==> src/rtl/btn_pkg.sv <==
// Shared types and constants for the button debouncer / reset generator.
package btn_pkg;

  typedef enum logic [2:0] {
    ST_IDLE,
    ST_PRESS_WAIT,
    ST_PRESSED,
    ST_HELD,
    ST_REL_WAIT
  } btn_state_e;

  // Dividing a clock frequency in Hz by this gives cycles per millisecond.
  localparam int unsigned MS_DIVISOR = 1000;

  function automatic int unsigned ms_to_cycles(input int unsigned clk_freq,
                                               input int unsigned ms);
    return (clk_freq / MS_DIVISOR) * ms;
  endfunction

  // Counters only need to reach threshold-1; the extra bit keeps threshold=1 legal.
  function automatic int unsigned cnt_width(input int unsigned threshold);
    return $clog2(threshold) + 1;
  endfunction

endpackage

==> src/rtl/btn_channel.sv <==
// One button channel: 2-flop synchronizer, debounce FSM, press/release/long pulses.
module btn_channel
  import btn_pkg::*;
#(
  parameter int unsigned DEB_CYCLES  = 4,
  parameter int unsigned LONG_CYCLES = 20
) (
  input  logic clk,
  input  logic rst_n,
  input  logic btn_n_i,
  output logic level_o,
  output logic press_o,
  output logic release_o,
  output logic long_o,
  output logic held_o,
  output logic idle_o
);

  localparam int unsigned DW = cnt_width(DEB_CYCLES);
  localparam int unsigned HW = cnt_width(LONG_CYCLES);
  localparam logic [DW-1:0] DEB_LAST  = DW'(DEB_CYCLES - 1);
  localparam logic [HW-1:0] HOLD_LAST = HW'(LONG_CYCLES - 1);
  // btn_long is visible in the cycle the hold counter is about to reach LONG_CYCLES-1.
  localparam logic [HW-1:0] LONG_FIRE = (LONG_CYCLES >= 2) ? HW'(LONG_CYCLES - 2) : '0;

  logic [1:0]    sync_q;
  btn_state_e    state_q, state_d;
  logic [DW-1:0] deb_q, deb_d;
  logic [HW-1:0] hold_q, hold_d;
  logic          was_held_q, was_held_d;
  logic          sample;
  logic          press, release_p, long_p;

  assign sample = ~sync_q[1];

  // NOTE: sequential state uses non-blocking assignments so every flop samples
  // pre-edge values; the synchronizer resets to "released" (btn_n high).
  always_ff @(posedge clk or negedge rst_n) begin
    if (!rst_n) begin
      sync_q     <= 2'b11;
      state_q    <= ST_IDLE;
      deb_q      <= '0;
      hold_q     <= '0;
      was_held_q <= 1'b0;
    end else begin
      sync_q     <= {sync_q[0], btn_n_i};
      state_q    <= state_d;
      deb_q      <= deb_d;
      hold_q     <= hold_d;
      was_held_q <= was_held_d;
    end
  end

  // NOTE: every output of this block gets a default first so no latch is inferred.
  always_comb begin
    state_d    = state_q;
    deb_d      = deb_q;
    hold_d     = hold_q;
    was_held_d = was_held_q;
    press      = 1'b0;
    release_p  = 1'b0;
    long_p     = 1'b0;
    case (state_q)
      ST_IDLE: begin
        if (sample) begin
          state_d = ST_PRESS_WAIT;
          deb_d   = '0;
        end
      end
      ST_PRESS_WAIT: begin
        if (!sample) begin
          state_d = ST_IDLE;
        end else if (deb_q == DEB_LAST) begin
          state_d    = ST_PRESSED;
          press      = 1'b1;
          hold_d     = '0;
          was_held_d = 1'b0;
        end else begin
          deb_d = deb_q + DW'(1);
        end
      end
      ST_PRESSED: begin
        hold_d = (hold_q == HOLD_LAST) ? hold_q : hold_q + HW'(1);
        if (!sample) begin
          state_d = ST_REL_WAIT;
          deb_d   = '0;
        end else if (hold_q >= LONG_FIRE) begin
          state_d    = ST_HELD;
          long_p     = 1'b1;
          was_held_d = 1'b1;
        end
      end
      ST_HELD: begin
        if (!sample) begin
          state_d = ST_REL_WAIT;
          deb_d   = '0;
        end
      end
      ST_REL_WAIT: begin
        // A bounce back resumes where the press left off; the hold count is frozen here.
        if (sample) begin
          state_d = was_held_q ? ST_HELD : ST_PRESSED;
        end else if (deb_q == DEB_LAST) begin
          state_d   = ST_IDLE;
          release_p = 1'b1;
        end else begin
          deb_d = deb_q + DW'(1);
        end
      end
      default: state_d = ST_IDLE;
    endcase
  end

  assign press_o   = press;
  assign release_o = release_p;
  assign long_o    = long_p;
  assign level_o   = press || (state_q == ST_PRESSED) || (state_q == ST_HELD)
                     || (state_q == ST_REL_WAIT);
  assign held_o    = (state_q == ST_HELD);
  assign idle_o    = (state_q == ST_IDLE);

endmodule

==> src/rtl/btn_debounce_rstgen.sv <==
// Two debounced buttons plus a system reset generator with a dual-long-press soft reset.
module btn_debounce_rstgen
  import btn_pkg::*;
#(
  parameter int unsigned CLK_FREQ    = 27_000_000,
  parameter int unsigned DEB_CYCLES  = ms_to_cycles(CLK_FREQ, 10),
  parameter int unsigned LONG_CYCLES = CLK_FREQ,
  parameter int unsigned POR_CYCLES  = ms_to_cycles(CLK_FREQ, 1)
) (
  input  logic       clk,
  input  logic       rst_n,
  input  logic [1:0] btn_n,
  output logic       sys_rst_n,
  output logic [1:0] btn_level,
  output logic [1:0] btn_press,
  output logic [1:0] btn_release,
  output logic [1:0] btn_long
);

  localparam int unsigned PW = cnt_width(POR_CYCLES);
  localparam logic [PW-1:0] POR_LAST = PW'(POR_CYCLES - 1);

  logic [1:0]    ch_held, ch_idle;
  logic [PW-1:0] por_cnt_q, por_cnt_d;
  logic          rst_out_q, rst_out_d;
  logic          arm_q, arm_d;
  logic          soft_fire;

  for (genvar g = 0; g < 2; g++) begin : g_ch
    btn_channel #(
      .DEB_CYCLES (DEB_CYCLES),
      .LONG_CYCLES(LONG_CYCLES)
    ) u_ch (
      .clk      (clk),
      .rst_n    (rst_n),
      .btn_n_i  (btn_n[g]),
      .level_o  (btn_level[g]),
      .press_o  (btn_press[g]),
      .release_o(btn_release[g]),
      .long_o   (btn_long[g]),
      .held_o   (ch_held[g]),
      .idle_o   (ch_idle[g])
    );
  end

  // Fires in the cycle the second channel's btn_long pulses (or both together).
  assign soft_fire = arm_q && (&(ch_held | btn_long));

  always_comb begin
    por_cnt_d = por_cnt_q;
    rst_out_d = rst_out_q;
    arm_d     = arm_q;
    if (soft_fire) begin
      rst_out_d = 1'b0;
      por_cnt_d = '0;
      arm_d     = 1'b0;
    end else begin
      if (&ch_idle) arm_d = 1'b1;
      if (!rst_out_q) begin
        if (por_cnt_q == POR_LAST) rst_out_d = 1'b1;
        else                       por_cnt_d = por_cnt_q + PW'(1);
      end
    end
  end

  // sys_rst_n drops asynchronously with rst_n and is only ever released by a clk edge.
  always_ff @(posedge clk or negedge rst_n) begin
    if (!rst_n) begin
      por_cnt_q <= '0;
      rst_out_q <= 1'b0;
      arm_q     <= 1'b1;
    end else begin
      por_cnt_q <= por_cnt_d;
      rst_out_q <= rst_out_d;
      arm_q     <= arm_d;
    end
  end

  assign sys_rst_n = rst_out_q;

endmodule

==> config.mk <==
export PLATFORM = sky130hd
export DESIGN_NAME = btn_debounce_rstgen
export DESIGN_NICKNAME = d
export VERILOG_FILES = /design/src/rtl/btn_pkg.sv /design/src/rtl/btn_channel.sv /design/src/rtl/btn_debounce_rstgen.sv
export SDC_FILE = /design/constraint.sdc
export NUM_CORES = 1
export LEC_CHECK = 0
export ABC_CLOCK_PERIOD_IN_PS = 6400
export CAP_MARGIN = 0
export CORE_MARGIN = 4
export CORE_UTILIZATION = 60
export DETAILED_ROUTE_END_ITERATION = 8
export PLACE_DENSITY = 0.77
export SLEW_MARGIN = 20
export SYNTH_ARGS = -nofsm -noshare
export SYNTH_HDL_FRONTEND = slang
export SYNTH_SLANG_ARGS = --single-unit
==> constraint.sdc <==
create_clock -name clk -period 6.4 [get_ports clk]
set_clock_uncertainty 0.2 [all_clocks]
set_input_delay 1.92 -clock clk [delete_from_list [all_inputs] [get_ports clk]]
set_output_delay 1.92 -clock clk [all_outputs]
set_load 0.02 [all_outputs]
==> results of run 1 <==
[logic make-up (layout without fill, tap and decap cells)]
group	after synthesis	count (layout)	share of synthesized area [%]
and+or+nand+nor	392	392	29.59
AOI/OAI and AO/OA	148	148	13.79
DFF	122	122	43.56
buffers and inverters	61	62	3.848
xor gates and xnor gates	58	58	7.233
adders and majority gates	7	7	1.247
muxes	5	5	0.7305
[cells in the mapped netlist (all sizes together), types with 3 or more instances]
| cell | count | area, um2 |
|---|---|---|
| a2111oi | 5 | 63.81 |
| or4 | 15 | 112.6 |
| nor3b | 7 | 52.55 |
| and2 | 13 | 81.33 |
| nand4 | 35 | 219.0 |
| nor4bb | 3 | 30.03 |
| nand2 | 66 | 247.7 |
| clkbuf | 27 | 101.4 |
| buf | 21 | 120.1 |
| dfrtp | 117 | 2928 |
| and3 | 22 | 137.6 |
| ha | 7 | 87.58 |
| a31oi | 10 | 62.56 |
| o31ai | 9 | 67.56 |
| nor2 | 103 | 386.6 |
| inv | 13 | 48.80 |
| and4 | 10 | 87.58 |
| nand3 | 41 | 205.2 |
| dfstp | 5 | 131.4 |
| nor4b | 5 | 43.79 |
| nor2b | 3 | 18.77 |
| or4b | 3 | 30.03 |
| nor4 | 12 | 87.58 |
| mux2i | 4 | 40.04 |
| o211ai | 6 | 45.04 |
| xnor2 | 36 | 315.3 |
| o22ai | 4 | 25.02 |
| a21o | 8 | 60.06 |
| nor3 | 20 | 100.1 |
| o21a | 4 | 30.03 |
| o21ai | 30 | 150.1 |
| a211oi | 9 | 67.56 |
| xor2 | 22 | 192.7 |
| a21oi | 44 | 220.2 |
| or3 | 22 | 137.6 |
[registers in the layout (all words and copies together) (netlist names)]
register / flops
g_ch.u_ch.sync_q: 4
g_ch.u_ch.state_q: 6
g_ch.u_ch.deb_q: 40
arm_q: 1
sys_rst_n: 1
por_cnt_q: 16
g_ch.u_ch.hold_q: 52
g_ch.u_ch.was_held_q: 2
[per-stage QoR]
step	hold slack (ps)	worst slack, ps	area, um2	instances	util, %
after detailed placement	149.4	1439	7146	905	62.58
after global placement	146.3	1434	7136	905	62.49
after floorplan	145.2	2171	7023	793	-
final	156.3	887.9	7774	937	68.08
after CTS	157.1	927.8	7770	937	68.05
after global routing	159.4	725.5	7774	937	68.08
[layout by cell type (no fill, tap or decap), types with 8 or more instances in the layout]
master	Yosys	routed
and2_1	12	12
a21o_1	8	8
and3_1	22	22
nor2_1	103	103
o31ai_1	9	9
dfrtp_1	117	117
o21ai_0	29	29
a21oi_1	44	44
nand2_1	66	66
and4_1	10	10
nor3_1	20	18
clkdlybuf4s50_1	0	11
xor2_1	22	22
inv_1	13	13
nor4_1	10	10
or3_1	22	22
clkbuf_16	0	17
or4_1	15	15
xnor2_1	36	36
a211oi_1	9	9
nand4_1	35	35
nand3_1	41	41
a31oi_1	10	10
[worst max-delay path, delay by kind of cell, from the launching register on]
family                 cells  cell delay, ps
buffers and inverters      2             940
DFF                        1             450
and+or+nand+nor            3            1560
[power by group through the flow]
stage	registers, W	logic [W]	clock network [W]
after global routing	0.000797	0.0000613	0.00107
after floorplan	0.000803	0.0000308	0
after detailed placement	0.000808	0.0000533	0
after global placement	0.000807	0.0000505	0
final	0.000795	0.0000525	0.00101
after CTS	0.000795	0.0000536	0.00103
[per-layer routing]
metal,GRT usage [%],vias up,part of all wire (%)
met4,10.21,0,1.8
met5,0,-,0
met1,32.37,2927,45
met3,6.995,30,5.6
met2,39.74,204,48
li1,-,2865,-
[worst max-delay path by stage]
stage / cells past startpoint / endpoint / slack [ps] / startpoint
4_1_cts: 5 / btn_press[0] / 930 / g_ch[0].u_ch.deb_q[15]
6_report: 5 / btn_press[0] / 890 / g_ch[0].u_ch.deb_q[15]
5_1_grt: 5 / btn_press[0] / 730 / g_ch[0].u_ch.deb_q[15]
3_3_place_gp: 5 / btn_press[0] / 1430 / g_ch[0].u_ch.deb_q[15]
2_1_floorplan: 6 / btn_press[0] / 2170 / g_ch[0].u_ch.deb_q[15]
3_5_place_dp: 5 / btn_press[0] / 1440 / g_ch[0].u_ch.deb_q[15]
[final cells by class]
type	instances	area (um2)
flip-flops and latches	122	3059
fillers	889	3645
well taps	143	178.9
clock inverters	8	142.6
clock buffers	24	481.7
repair buffers	17	158.9
multi-input cells	610	3704
inverters	13	48.80
==> metrics.cfg, run 1 <==
[run_status]
status = complete, no violations

[setup_path]
crit_type = reg2out
reg2reg_slack_ps = 3080
crit-reg2reg-capture = g_ch[0].u_ch.hold_q[13]
cp_max_fo = 17
r2r.worst_path.cells = 6
end_kind = output pin
max_stage_delay_ps = 630
critPathRequiredTime_ps = 4280
worstPathArrival_ps = 3390
cp_cell_sequence = or4_1 -> nor4_1 -> and4_1 -> buf_4 -> clkdlybuf4s50_1
worst_setup_path_start_kind = flip-flop
rr_startpoint = g_ch[0].u_ch.deb_q[15]
cpMaxStageDelayCell = clkdlybuf4s50_1

[global_routing]
grt_first_pass_wirelength_um = 27150
grt_max_degree = 85
antenna_found_initial = 0
grtUsageTotal_pct = 24.96
grt_pass1_vias = 5860
overflow = 0

[timing]
rsz0062_at_grt = no
relSlewSlack_pct = 37.67
clock.fmax_ghz = 0.1814
tightest_slew_ps = 935.0
slew_violations = 0
setup_viol = 0
tns_ps = 0
finalCriticalPeriod_ps = 5512
fin_crit_sh_pct = 86.13
hold_viol_final = 0

[pwr]
netSwitchingFraction_pct = 20.45
p_switching_w = 0.0003799
vdd_ir_drop_max_mv = 0.2123
intPower_w = 0.001478
leakagePower_nw = 3.194
p_seq_share_pct = 42.8
power_w = 0.001858
power_density_nw_per_um2 = 239.0
combPwrFrac_pct = 2.8
p_clk_share_pct = 54.4

[yosys]
yosysUniqueCellTypes = 66
yosysWarningCount = 0
synth_seq_area_share_pct = 43.56
ys_ff_latch = 122
synth.net_count = 804
ys.flop_type = dfrtp_1
avgSynthCellArea_um2 = 8.856
synth_area_um2 = 7023
ys_async_sr_fraction_pct = 100.0
syn_inst = 793
synth_edf_count = 0

[clocking]
cts-root-buf = clkbuf_16
cts-resized-gates = 0
cts_tree = yes
holdBufCountCts = 0
clock_latency_ps = 420
clkSlewWorstSetupHoldPaths_ps = 50
cts_made_buffers = 17
htree_levels = 4
post_cts_buffers = 0
cts_buffer_depth = 2
clock-sinks = 122

[die]
rows = 39
die_w_um = 116.2
fp.coreArea_um2 = 11420
ios = 13
die_h_um = 116.2
initial_core_util_pct = 61.51
dieArea_um2 = 13500

[place]
gp_congestion = 0.9298
numPortBuffers = 12
dp_hpwl_um = 10360

[worst_hold_path]
hold_class = reg2reg
whs_path_depth = 0
worstHoldStart = g_ch[0].u_ch.sync_q[0]
hold_end = g_ch[0].u_ch.sync_q[1]

[finish]
area_growth_pct = 10.69
antenna_cells = 0
drive_gt1_share_pct = 7.053
fin_nets = 792

[detailed_routing]
drt_first_pass_iters = 5
ant_nets = 0
dr_total_vias = 6026
drtIter0Drc = 588
avgRoutedWirePerCell_um = 16.72
drcViolationCount = 0
wl_um = 15670
viasPerCell = 6.431

[flow_run]
drv_cap = 0

Power figures use the tool's default switching activity.
==> run 2: changes to the inputs <==
--- a/config.mk
+++ b/config.mk
@@ -9,6 +9,7 @@
 export CAP_MARGIN = 0
 export CORE_MARGIN = 4
 export CORE_UTILIZATION = 60
+export CTS_BUF_LIST = sky130_fd_sc_hd__clkbuf_2
 export DETAILED_ROUTE_END_ITERATION = 8
 export PLACE_DENSITY = 0.77
 export SLEW_MARGIN = 20
==> metrics.cfg, run 2 (same netlist as run 1, synthesis figures left out) <==
[setup_path]
crit-reg2reg-capture = g_ch[0].u_ch.hold_q[13]
cp_max_fo = 17
r2r.worst_path.cells = 6
crit_type = reg2out
worst_setup_path_start_kind = flip-flop
end_kind = output pin
worstPathArrival_ps = 3650
max_stage_delay_ps = 640
cp_cell_sequence = or4_1 -> nor4_1 -> and4_1 -> buf_4 -> clkdlybuf4s50_1
reg2reg_slack_ps = 3080
critPathRequiredTime_ps = 4280
cpMaxStageDelayCell = clkdlybuf4s50_1
rr_startpoint = g_ch[0].u_ch.deb_q[15]

[finish]
final_common_cell = dfrtp_1
largest_reg_flops = 52
final_cell_area_um2 = 7411
reg_top3 = g_ch.u_ch.hold_q: 52 flops, g_ch.u_ch.deb_q: 40 flops, por_cnt_q: 16 flops
fin_nets = 792
largest-register = g_ch.u_ch.hold_q
drive_gt1_share_pct = 7.179
mostFrequentLayoutCells = 117 x dfrtp_1, 103 x nor2_1, 66 x nand2_1
area_growth_pct = 5.523

[timing]
setup_viol = 0
tns_ps = 0
slew_violations = 0
fin_hold_ws_ps = 167.7
fin_crit_sh_pct = 90.10
tightest_slew_ps = 947.0
relSlewSlack_pct = 36.86
finalCriticalPeriod_ps = 5766
hold_viol_final = 0
clock.fmax_ghz = 0.1734
rsz0062_at_grt = no

[clocking]
cts-resized-gates = 0
cts_made_buffers = 17
htree_levels = 4
clock_latency_ps = 700
post_cts_buffers = 0
holdBufCountCts = 0
clkSlewWorstSetupHoldPaths_ps = 170
cts-root-buf = clkbuf_2
cts_buffer_depth = 2
cts_tree = yes
clock-sinks = 122

[detailed_routing]
dr_total_vias = 5982
drcViolationCount = 0
drtIter0Drc = 547
avgRoutedWirePerCell_um = 16.18
viasPerCell = 6.377
ant_nets = 0
wl_um = 15180
drt_first_pass_iters = 5

[worst_hold_path]
whs_path_depth = 0
hold_class = reg2reg
hold_end = g_ch[1].u_ch.sync_q[1]
worstHoldStart = g_ch[1].u_ch.sync_q[0]

[global_routing]
grt_max_degree = 85
grt_first_pass_wirelength_um = 26580
grt_pass1_vias = 5808
antenna_found_initial = 1
overflow = 0
grtUsageTotal_pct = 24.28

[pwr]
vdd_ir_drop_max_mv = 0.1989
power_density_nw_per_um2 = 186.3
power_w = 0.001380
leakagePower_nw = 3.050

[flow_run]
drv_cap = 0

[die]
initial_core_util_pct = 61.51
fp.coreArea_um2 = 11420
ios = 13
rows = 39
die_w_um = 116.2
die_h_um = 116.2
dieArea_um2 = 13500

[place]
gp_congestion = 0.9298
dp_hpwl_um = 10360
placed_area_um2 = 7146
numPortBuffers = 12

[run_status]
status = complete, no violations

[run 2: cell types whose count changed in the layout (fill, tap and decap cells not counted)]
cell and delta:
clkinv_1 +3, clkbuf_2 +21, clkbuf_8 -3, clkbuf_1 -4, diode_2 +1, clkbuf_16 -17
[run 2: metal layers]
layer / GRT usage, % / up-vias / share of wire, % / wire [um]
met5: 0 / - / 0 / 0
met4: 10.44 / 0 / 1.7 / 254
met3: 6.373 / 28 / 5.3 / 810
met2: 38.20 / 186 / 48 / 7226
met1: 31.93 / 2900 / 45 / 6886
li1: - / 2868 / - / -
[run 2: worst max path at each step]
stage,start,end
2_1_floorplan,g_ch[0].u_ch.deb_q[15],btn_press[0]
3_3_place_gp,g_ch[0].u_ch.deb_q[15],btn_press[0]
3_5_place_dp,g_ch[0].u_ch.deb_q[15],btn_press[0]
4_1_cts,g_ch[0].u_ch.deb_q[15],btn_press[0]
5_1_grt,g_ch[0].u_ch.deb_q[15],btn_press[0]
6_report,g_ch[0].u_ch.deb_q[15],btn_press[0]
[run 2: metrics by stage]
stage | utilization [%] | setup WS (ps) | instances
6_report | 64.90 | 633.8 | 938
5_1_grt | 64.90 | 374.4 | 938
4_1_cts | 64.85 | 592.6 | 937
3_5_place_dp | 62.58 | 1439 | 905
3_3_place_gp | 62.49 | 1434 | 905
2_1_floorplan | - | 2171 | 793
[run 2: where the power goes]
group / internal [W] / total [W] / switching (W)
Combinational: 0.0000153 / 0.0000523 / 0.0000370
Sequential: 0.000782 / 0.000794 / 0.0000124
Clock: 0.000258 / 0.000534 / 0.000276
[run 2: layout make-up]
type / count / area [um2]
inverters: 13 / 48.80
well taps: 143 / 178.9
repair buffers: 17 / 158.9
clock inverters: 11 / 153.9
multi-input cells: 610 / 3704
diodes: 1 / 2.502
clock buffers: 21 / 105.1
flip-flops and latches: 122 / 3059
fillers: 944 / 4008
[run 2: worst max-delay path: cells and delay by family, from the launching register on]
family | cells | cell delay [ps]
buffers and inverters | 2 | 950
and+or+nand+nor | 3 | 1510
DFF | 1 | 480
==> run 3: changes to the inputs <==
--- a/config.mk
+++ b/config.mk
@@ -11,6 +11,7 @@
 export CORE_UTILIZATION = 60
 export CTS_BUF_LIST = sky130_fd_sc_hd__clkbuf_2
 export DETAILED_ROUTE_END_ITERATION = 8
+export GPL_TIMING_DRIVEN = 0
 export PLACE_DENSITY = 0.77
 export SLEW_MARGIN = 20
 export SYNTH_ARGS = -nofsm -noshare
==> metrics.cfg, run 3 (same netlist as run 1, synthesis figures left out) <==
[finish]
largest_reg_flops = 52
reg_top3 = g_ch.u_ch.hold_q: 52 flops, g_ch.u_ch.deb_q: 40 flops, por_cnt_q: 16 flops
finalCoreUtilization_pct = 66.24
mostFrequentLayoutCells = 117 x dfrtp_1, 103 x nor2_1, 66 x nand2_1
final_cell_area_um2 = 7564
final_common_cell = dfrtp_1
largest-register = g_ch.u_ch.hold_q
antenna_cells = 0
fin_nets = 836
area_growth_pct = 7.696
drive_gt1_share_pct = 8.115

[global_routing]
overflow = 0
grt_max_degree = 78
grt_first_pass_wirelength_um = 27520
grtUsageTotal_pct = 25.08
grt_pass1_vias = 5847
antenna_found_initial = 0

[die]
rows = 39
ios = 13
fp.coreArea_um2 = 11420
initial_core_util_pct = 61.51
die_w_um = 116.2
die_h_um = 116.2
dieArea_um2 = 13500

[detailed_routing]
dr_total_vias = 6124
wl_um = 15810
drt_first_pass_iters = 5
viasPerCell = 6.243
avgRoutedWirePerCell_um = 16.12
drcViolationCount = 0
ant_nets = 0
drtIter0Drc = 575

[pwr]
leakagePower_nw = 3.134
power_density_nw_per_um2 = 173.6
vdd_ir_drop_max_mv = 0.1845

[timing]
setup_viol = 0
fin_hold_ws_ps = 169.5
finalCriticalPeriod_ps = 5981
setup_ws_ps = 418.9
clock.fmax_ghz = 0.1672
hold_viol_final = 0
fin_crit_sh_pct = 93.45
rsz0062_at_grt = no
relSlewSlack_pct = 46.18
slew_violations = 0
tightest_slew_ps = 797.2

[place]
placed_area_um2 = 7351
numPortBuffers = 12
dp_hpwl_um = 11020
pre_cts_ws_ps = 1135
gp_congestion = 0.9356

[setup_path]
crit_type = reg2out
worstPathArrival_ps = 3860
cp_cell_sequence = or4_1 -> nor4_1 -> and4_1 -> buf_2 -> buf_1 -> buf_4 -> clkdlybuf4s50_1
critPathRequiredTime_ps = 4280
worst_setup_path_start_kind = flip-flop
max_stage_delay_ps = 590
cp_max_fo = 10
cpMaxStageDelayCell = clkdlybuf4s50_1
end_kind = output pin
crit_buf_inv = 4
cp_top_family = buffers and inverters

[clocking]
htree_levels = 4
cts_made_buffers = 17
cts-root-buf = clkbuf_2
cts_tree = yes
holdBufCountCts = 0
post_cts_buffers = 0
clkSlewWorstSetupHoldPaths_ps = 170
cts-resized-gates = 0
clock_latency_ps = 670
clock-sinks = 122
cts_buffer_depth = 2

[flow_run]
drv_cap = 0

[worst_hold_path]
hold_class = reg2reg

[run_status]
status = complete, no violations

-- run 3: cell count changes in the layout (fill, tap and decap cells not counted), moves of 2 or more --
| cell | before | now |
|---|---|---|
| nor3_1 | 18 | 20 |
| buf_4 | 5 | 8 |
| nor3_2 | 2 | 0 |
| buf_2 | 0 | 9 |
| bufinv_16 | 4 | 2 |
| clkbuf_1 | 0 | 27 |
| buf_1 | 0 | 4 |
-- run 3: per-stage QoR --
step                      total power, W  TNS (ps)  instances
final                           0.001313         0        981
after global routing            0.001371         0        981
after CTS                       0.001326         0        981
after detailed placement       0.0008659         0        949
after global placement         0.0008598   -180030        948
after floorplan                0.0008341         0        793
-- run 3: layout make-up --
type                       instances  area [um2]
multi-input combinational        610        3694
clock buffer                      22       110.1
inverter                          13       48.80
tap                              143       178.9
buffer                            48       221.5
sequential                       122        3059
fill                             982        3855
clock inverter                    10       102.6
timing repair buffer              13       148.9
-- run 3: power breakdown --
group | switching, W | internal, W
sequential | 0.0000101 | 0.000782
clock | 0.000278 | 0.000182
combinational | 0.0000432 | 0.0000181
-- run 3: worst paths after layout --
check / cells after the start / endpoint / from / slack (ps)
worst max-delay path: 7 / btn_press[0] / g_ch[0].u_ch.deb_q[15] / 420
worst min-delay path: 0 / g_ch[1].u_ch.sync_q[1] / g_ch[1].u_ch.sync_q[0] / 170
worst max register to register: 7 / g_ch[1].u_ch.deb_q[11] / g_ch[1].u_ch.deb_q[13] / 3500
worst min register to register: 0 / g_ch[1].u_ch.sync_q[1] / g_ch[1].u_ch.sync_q[0] / 170
max in group asynchronous: 2 / g_ch[1].u_ch.sync_q[0] / rst_n / 4290
min in group asynchronous: 1 / g_ch[0].u_ch.was_held_q / rst_n / 950
-- run 3: worst reg2reg max path, cell delays in order, from the launching register on --
cell,delay (ps)
dfrtp_1,460
nor4bb_1,480
nand4_1,260
o21a_1,300
nor3_1,400
clkbuf_1,410
o21ai_0,160
a21oi_1,150
-- run 3: per-layer routing --
layer	track usage, %	routed length, um	up-vias
met4	7.734	246	0
met3	6.062	766	24
met2	39.66	7517	163
met5	0	0	-
met1	34.49	7283	2991
li1	-	-	2946
